==> src/rtl/monster_line_scanner.sv <==
// Per-frame monster state snapshot, per-line active-list builder and per-pixel
// sprite hit reporter feeding the sprite ROM address and colour mux.
module monster_line_scanner #(
  parameter int MONSTERS     = 12,
  parameter int SPR_W        = 16,
  parameter int SPR_H        = 16,
  parameter int MAX_PER_LINE = 4
) (
  input  logic                     clk_game,
  input  logic                     rst_n,
  input  logic [19*MONSTERS-1:0]   state_monsters,
  input  logic                     frame_start,
  input  logic                     line_start,
  input  logic [7:0]               line_y,
  input  logic                     pix_valid,
  input  logic [7:0]               pix_x,
  output logic                     hit,
  output logic [3:0]               hit_idx,
  output logic [1:0]               hit_dir,
  output logic [3:0]               hit_row,
  output logic [3:0]               hit_col,
  output logic                     scan_busy,
  output logic                     overflow
);

  localparam int CW = $clog2(MAX_PER_LINE + 1);

  typedef enum logic [1:0] {IDLE, SCAN, READY} state_t;

  state_t          state;
  logic [18:0]     snap   [MONSTERS];
  logic [18:0]     shadow [MONSTERS];
  logic            pending;
  logic [7:0]      cur_y;
  logic [3:0]      idx;
  logic [CW-1:0]   count;

  logic [3:0]      l_idx [MAX_PER_LINE];
  logic [1:0]      l_dir [MAX_PER_LINE];
  logic [7:0]      l_x   [MAX_PER_LINE];
  logic [3:0]      l_row [MAX_PER_LINE];

  // Slot currently under examination, selected from the snapshot only.
  logic [18:0]     cur_slot;
  logic            cand;
  logic            last_slot;
  logic [7:0]      row_full;

  always_comb begin
    cur_slot = '0;
    for (int i = 0; i < MONSTERS; i++) begin
      if (idx == 4'(i)) cur_slot = snap[i];
    end
  end

  assign cand      = cur_slot[0] && (cur_y >= cur_slot[18:11]) &&
                     ({1'b0, cur_y} < ({1'b0, cur_slot[18:11]} + 9'(SPR_H)));
  assign last_slot = (idx == 4'(MONSTERS - 1));
  assign row_full  = cur_y - cur_slot[18:11];

  // Horizontal coverage per list entry; the 9-bit bound keeps x near 255 from wrapping.
  logic [MAX_PER_LINE-1:0] ent_match;

  generate
    for (genvar gi = 0; gi < MAX_PER_LINE; gi++) begin : g_match
      assign ent_match[gi] = (CW'(gi) < count) && (pix_x >= l_x[gi]) &&
                             ({1'b0, pix_x} < ({1'b0, l_x[gi]} + 9'(SPR_W)));
    end
  endgenerate

  logic       m_hit;
  logic [3:0] m_idx;
  logic [1:0] m_dir;
  logic [3:0] m_row;
  logic [3:0] m_col;
  logic [7:0] col_full;

  // Descending walk so the lowest matching entry (lowest slot) wins.
  always_comb begin
    m_hit    = 1'b0;
    m_idx    = '0;
    m_dir    = '0;
    m_row    = '0;
    m_col    = '0;
    col_full = '0;
    if (state == READY && pix_valid) begin
      for (int e = MAX_PER_LINE - 1; e >= 0; e--) begin
        if (ent_match[e]) begin
          col_full = pix_x - l_x[e];
          m_hit    = 1'b1;
          m_idx    = l_idx[e];
          m_dir    = l_dir[e];
          m_row    = l_row[e];
          m_col    = col_full[3:0];
        end
      end
    end
  end

  assign scan_busy = (state == SCAN);

  always_ff @(posedge clk_game or negedge rst_n) begin
    if (!rst_n) begin
      state    <= IDLE;
      pending  <= 1'b0;
      cur_y    <= '0;
      idx      <= '0;
      count    <= '0;
      overflow <= 1'b0;
      hit      <= 1'b0;
      hit_idx  <= '0;
      hit_dir  <= '0;
      hit_row  <= '0;
      hit_col  <= '0;
      for (int i = 0; i < MONSTERS; i++) begin
        snap[i]   <= '0;
        shadow[i] <= '0;
      end
      for (int e = 0; e < MAX_PER_LINE; e++) begin
        l_idx[e] <= '0;
        l_dir[e] <= '0;
        l_x[e]   <= '0;
        l_row[e] <= '0;
      end
    end else begin
      hit     <= m_hit;
      hit_idx <= m_idx;
      hit_dir <= m_dir;
      hit_row <= m_row;
      hit_col <= m_col;

      if (frame_start && state != SCAN) begin
        for (int i = 0; i < MONSTERS; i++) snap[i] <= state_monsters[i*19 +: 19];
        overflow <= 1'b0;
      end else if (frame_start) begin
        for (int i = 0; i < MONSTERS; i++) shadow[i] <= state_monsters[i*19 +: 19];
        pending <= 1'b1;
      end

      if (line_start) begin
        cur_y <= line_y;
        count <= '0;
        idx   <= '0;
        state <= SCAN;
      end else if (state == SCAN) begin
        if (cand) begin
          if (count < CW'(MAX_PER_LINE)) begin
            for (int e = 0; e < MAX_PER_LINE; e++) begin
              if (CW'(e) == count) begin
                l_idx[e] <= idx;
                l_dir[e] <= cur_slot[2:1];
                l_x[e]   <= cur_slot[10:3];
                l_row[e] <= row_full[3:0];
              end
            end
            count <= count + 1'b1;
          end else begin
            overflow <= 1'b1;
          end
        end
        if (last_slot) begin
          state <= READY;
          // Deferred snapshot lands as the scan exits; a same-cycle request uses the live bus.
          if (pending || frame_start) begin
            for (int i = 0; i < MONSTERS; i++)
              snap[i] <= frame_start ? state_monsters[i*19 +: 19] : shadow[i];
            pending  <= 1'b0;
            overflow <= 1'b0;
          end
        end else begin
          idx <= idx + 1'b1;
        end
      end
    end
  end

endmodule

==> config.mk <==
export PLATFORM = sky130hd
export DESIGN_NAME = monster_line_scanner
export DESIGN_NICKNAME = d
export VERILOG_FILES = /design/src/rtl/monster_line_scanner.sv
export SDC_FILE = /design/constraint.sdc
export NUM_CORES = 1
export LEC_CHECK = 0
export ABC_AREA = 0
export BUFFER_PORTS_ARGS = -buffer_cell sky130_fd_sc_hd__buf_4
export CORE_AREA = 4 4 257 259
export DETAILED_ROUTE_END_ITERATION = 10
export DIE_AREA = 0 0 261 263
export HOLD_SLACK_MARGIN = 0.1
export PLACE_DENSITY = 0.63
export SLEW_MARGIN = 20
export SYNTH_ARGS = -nofsm -noshare
export SYNTH_HDL_FRONTEND = slang
export SYNTH_SLANG_ARGS = --single-unit
export TNS_END_PERCENT = 10
==> constraint.sdc <==
create_clock -name clk_game -period 9.45 [get_ports clk_game]
set_input_delay 0.945 -clock clk_game [delete_from_list [all_inputs] [get_ports clk_game]]
set_output_delay 0.945 -clock clk_game [all_outputs]
set_load 0.05 [all_outputs]
* Word-level counts from Yosys, hierarchy flattened
Index checks and enable logic that the tools add are counted.
Storage, ports and cells: logic and storage cells 202, output and inout bits 17, bits in registers 562, bits of input ports 249
Cells by class: reduce and logical (&&, ||, !) cells 27, bitwise gates (word level) 2, magnitude comparators 15, add/sub/neg operators 12, muxes and demuxes 77, equal/unequal tests 18
Operators with widths (number):
- two-way mux 228 bit | 5
- two-way mux 19 bit | 24
- two-way mux 4 bit | 18
- adder 8 x 5 -> 9 bit (second input constant) | 5
- less-than comparator 8 x 9 -> 1 bit | 5
- >= comparator 8 bit | 5
- AND reduction 5 bit | 4
- subtractor 4 bit | 5
- two-way mux 1 bit | 18
- equality test 4 x 3 -> 1 bit (second input constant) | 4
- equality test 4 bit (second input constant) | 4
- two-way mux 2 bit | 8
- logical AND 1 bit | 12
- two-way mux 3 bit | 4
- equality test 4 x 2 -> 1 bit (second input constant) | 2
- nonzero test 2 bit | 4
- equality test 2 x 3 -> 1 bit (first input constant) | 2
- less-than comparator 1 x 3 -> 1 bit (first input constant) | 2
- less-than comparator 2 x 3 -> 1 bit (first input constant) | 2
- AND reduction 2 bit | 3
- adder 4 x 1 -> 4 bit (second input constant) | 1
- equality test 4 x 1 -> 1 bit (second input constant) | 1
- logical NOT 4 bit | 1
- adder 3 x 1 -> 3 bit (second input constant) | 1
- other kinds (10) | 11

* Depth between registers and ports, before layout
depth in word-level cells 21, mapped depth 23, gate-level depth less buffers 17

* Worst setup path after synthesis
No wires, ideal clock.
kind reg2reg, start point register idx[1], end point register l_dir[4] (netlist bit), clock period less this slack 4.400 ns, buffers on the path 6, stages on the path, launching flop included 24, setup time 0.128 ns, path slack 5.050 ns, arrival time 4.273 ns, required time 9.322 ns, cells stage by stage dfrtp_1 > inv_1 > ha_1 > buf_2 > buf_2 > clkbuf_1 > clkbuf_1 > nand2_1 > a21oi_1 > a21oi_1 > o21ai_0 > a32o_1 > a21oi_1 > o31a_1 > ha_1 > a21oi_1 > a21boi_0 > o31ai_1 > a21oi_1 > o32ai_2 > and4bb_1 > buf_4 > buf_12 > mux2_1
On the way: longest elaborated chain between the ends 17, elaborated cells on any way between the ends 30, those cells by class 1 x add/sub; 2 x order compare; 11 x eq/ne; 12 x mux; 4 x reduce/logical
RTL lines:
- start, declared | RTL line 35 | logic [3:0] idx;
- start signal, assigned | RTL line 171 | idx <= idx + 1'b1;
- logical NOT 4 bit | RTL line 52 | if (idx == 4'(i)) cur_slot = snap[i];
- two-way mux 19 bit (11 in a row) | RTL line 52
- two-way mux 19 bit (*) | RTL line 52
- adder 8 x 5 -> 9 bit or >= comparator 8 bit (tied branches) | RTL line 57, 56
- less-than comparator 8 x 9 -> 1 bit or logical AND 1 bit (tied branches) | RTL line 57, 56
- logical AND 1 bit | RTL line 56 | assign cand = cur_slot[0] && (cur_y >= cur_slot[18:11]) &&
- AND reduction 5 bit (no source line)
- end signal, assigned by index | RTL line 151 | l_dir[e] <= cur_slot[2:1];
- end, declared | RTL line 39 | logic [1:0] l_dir [MAX_PER_LINE];
Mark *: on every way between the ends. The rest lies on a longest branch, timed or not. A chain may end at the register's enable or synchronous reset.

* Final worst setup path
start point register idx[1], end point register l_x[19] (netlist bit)
On the way: longest elaborated chain between the ends 17, elaborated cells on any way between the ends 30, those cells by class 1 x add/sub; 2 x order compare; 11 x eq/ne; 12 x mux; 4 x reduce/logical
RTL lines:
- logical NOT 4 bit | RTL line 52
- two-way mux 19 bit (11 in a row) | RTL line 52
- two-way mux 19 bit (*) | RTL line 52
- adder 8 x 5 -> 9 bit or >= comparator 8 bit (tied branches) | RTL line 57, 56
- less-than comparator 8 x 9 -> 1 bit or logical AND 1 bit (tied branches) | RTL line 57, 56
- logical AND 1 bit | RTL line 56
- AND reduction 5 bit (no source line)
- end signal, assigned by index | RTL line 152 | l_x[e] <= cur_slot[10:3];
- end, declared | RTL line 40 | logic [7:0] l_x [MAX_PER_LINE];
Marked as above.

==> flow_summary.toml <==
[cts]
worstSkewPairLatency_ns = 0.65
clockRootBuffer = "clkbuf_16"
cts_setup_buffers = 0
clock_path_buffers = 3
cts_resized = 0
cts.sinks = 562
clk_pin_slew_ns = 0.06
ctsHoldBuffers = 0
cts_buffers = 61
cts_tree = "done"
htreeDepth = 2

[finish]
final_nets = 3194
drive_above_1_share_pct = 24.7
area_growth_pct = 16.4
antennaDiodeCount = 0

[critical_path]
cp_slowest_stage_delay_ns = 0.95
r2r_slack_ns = 3.45
crit_family = "simple AND/OR/NAND/NOR gates"
r2r_end = "l_x[19]"
crit_buf_inv = 2
crit_start = "idx[1]"
crit_end = "l_x[19]"
cp_max_fo = 55
crit_chain = "inv_1 -> ha_2 -> and3b_1 -> nor2_1 -> a32oi_1 -> nand2_1 -> a22oi_1 -> inv_1 -> ha_1 -> xor2_1 -> ha_1 -> o21ai_0 -> a21oi_1 -> o32ai_2 -> and4bb_1 -> mux2_1"
slowest_stage = "and4bb_1"
reg2regPathDepth = 16
crit_type = "reg2reg"
cp_data_arrival_time_ns = 6.49
r2r_start = "idx[1]"
endpoint_kind = "flop"
crit_path_start_kind = "flop"
cp.depth = 16
worst-endpoint-required_ns = 9.93

[timing]
worst_pin_slew_ns = 1.13
rsz0062_at_grt = "false"
max_freq_mhz = 167
tns_ns = 0
hold_viol = 0
final.period_utilization_pct = 63.5
finClkSkew_ns = 0.0487
setup_viol = 0
min_period_ns = 6.00
max_slew_margin_pct = 24.6
slew_violations = 0

[yosys]
yosysMostFrequentCell = "dfrtp_1"
avgSynthCellArea_um2 = 10.4
syn-cell-area_um2 = 28400
synthTopCellsByCount = "dfrtp_1, nor2_1, mux2_2"
synth_nets = 3055
ys_types = 73
synth_flop_cell = "dfrtp_1"
synth_top_area_cell = "dfrtp_1"
async_flop_share_pct = 100
yosysWarnings = 0
synth_edf_count = 0
synth_area_leaders = "dfrtp_1, mux2_2, nor2_1, a211oi_1, ha_1"
syn_inst = 2728
yosysSeqAreaShare_pct = 49.5
synth_top_area_share_pct = 49.5
ys_seq_elements = 562

[drt]
drc_errors = 0
wl_mm = 90.5
firstDrtPassIters = 6
drt_iter0_markers = 1891
final_antenna_net_count = 0
num_vias = 22685
wire_per_inst_um = 24.0
vias_per_cell = 6.01

[global_routing]
grt_use_total_pct = 25.9
grt_pass1_vias = 22812
grt_pass1_wl_mm = 139
grt_max_degree = 170
antenna_found_initial = 2
overflow = 0

[die]
die_w_um = 261
start_util_pct = 44.4
num_rows = 93
die_h_um = 263
pin_count = 266
dieArea_um2 = 68600
coreArea_um2 = 63900

[pwr]
ir_drop_v = 0.000146
total_power_mw = 6.49
p_per_area_nw_per_um2 = 196
p_leak_nw = 14.1

[run_status]
outcome = "completed"

[min_path]
hp-class = "in2async"

[placement]
hpwlAfterDp_mm = 62.9
port_buffers = 265
globalplace.congestion = 0.910

[flow_run]
maxCapViolCount = 0
## metrics by stage
stage / util [%] / setup slack (ns) / hold WS, ns / cell area [um2] / std cells
after floorplan: - / 5.05 / 0.458 / 28400 / 2728
after global placement: 48.3 / 3.83 / 0.467 / 30800 / 3659
after detailed placement: 48.3 / 3.59 / 0.476 / 30800 / 3659
after CTS: 51.7 / 3.57 / 0.344 / 33000 / 3774
after global routing: 51.7 / 3.12 / 0.376 / 33100 / 3774
final: 51.7 / 3.45 / 0.314 / 33100 / 3774
## layer usage
| metal | GRT usage, % | up-vias | part of all wire (%) |
|---|---|---|---|
| met2 | 42.6 | 718 | 48 |
| met3 | 3.48 | 132 | 5.6 |
| met5 | 0 | - | 0 |
| li1 | - | 10196 | - |
| met4 | 6.68 | 0 | 2.6 |
| met1 | 36.3 | 11639 | 44 |
## layout by cell type (no fill, tap or decap), drive strengths merged, types with 12 or more instances in the layout
cell and count:
nor2 373, dfrtp 562, a21oi 59, nand4 12, o221ai 13, a22oi 17, clkinv 14, o221a 74
mux2 297, ha 73, o21a 16, nand3b 91, nand3 24, nor3 170, a221oi 17, o22ai 15
nand2 212, buf 288, inv 67, o211ai 17, nor2b 20, o21ai 46, a211oi 169, xnor2 12
clkbuf 86
## report_power, final
part	internal (mW)	switching, mW	total [mW]	leakage [nW]
registers	2.68	0.250	2.93	6.84
clock network	1.56	1.03	2.59	1.07
logic	0.422	0.537	0.959	6.24
## cells by family after synthesis
logic type	share of synthesized area, %
buffers and inverters	4.01
and+or+nand+nor	15.4
AOI/OAI and AO/OA	14.8
muxes	12.2
adders and majority gates	3.57
DFF	49.5
xor gates and xnor gates	0.555
## layout make-up
type                       instances  area (um2)
fill                            5658       30800
sequential                       562       14100
multi-input combinational       1887       13200
timing repair buffer             288        2220
clock buffer                      86        1780
tap                              855        1070
clock inverter                    29         439
inverter                          67         251
## worst min path at each step
stage / cells after the start / to / startpoint / slack [ns]
6_report: 1 / shadow[37] / rst_n / 0.31
2_1_floorplan: 1 / l_dir[0] / l_dir[0] / 0.46
5_1_grt: 1 / shadow[37] / rst_n / 0.38
4_1_cts: 1 / snap[37] / rst_n / 0.34
3_3_place_gp: 1 / l_dir[3] / l_dir[3] / 0.47
3_5_place_dp: 1 / l_x[25] / l_x[25] / 0.48
## sequential cells by signal, indices dropped and copies added (netlist names)
register / count
overflow: 1
snap: 228
l_x: 32
idx: 4
shadow: 228
count: 3
l_dir: 8
l_idx: 16
hit: 1
hit_idx: 4
state: 2
hit_row: 4
l_row: 16
hit_col: 4
cur_y: 8
hit_dir: 2
pending: 1
## worst register-to-register path: stages, from the launching register on
cell,delay [ns]
dfrtp_1,0.49
inv_1,0.16
ha_2,0.83
and3b_1,0.65
nor2_1,0.29
a32oi_1,0.26
nand2_1,0.11
a22oi_1,0.41
inv_1,0.10
ha_1,0.26
xor2_1,0.18
ha_1,0.28
o21ai_0,0.16
a21oi_1,0.07
o32ai_2,0.28
and4bb_1,0.95
mux2_1,0.41
Power figures use the tool's default switching activity.
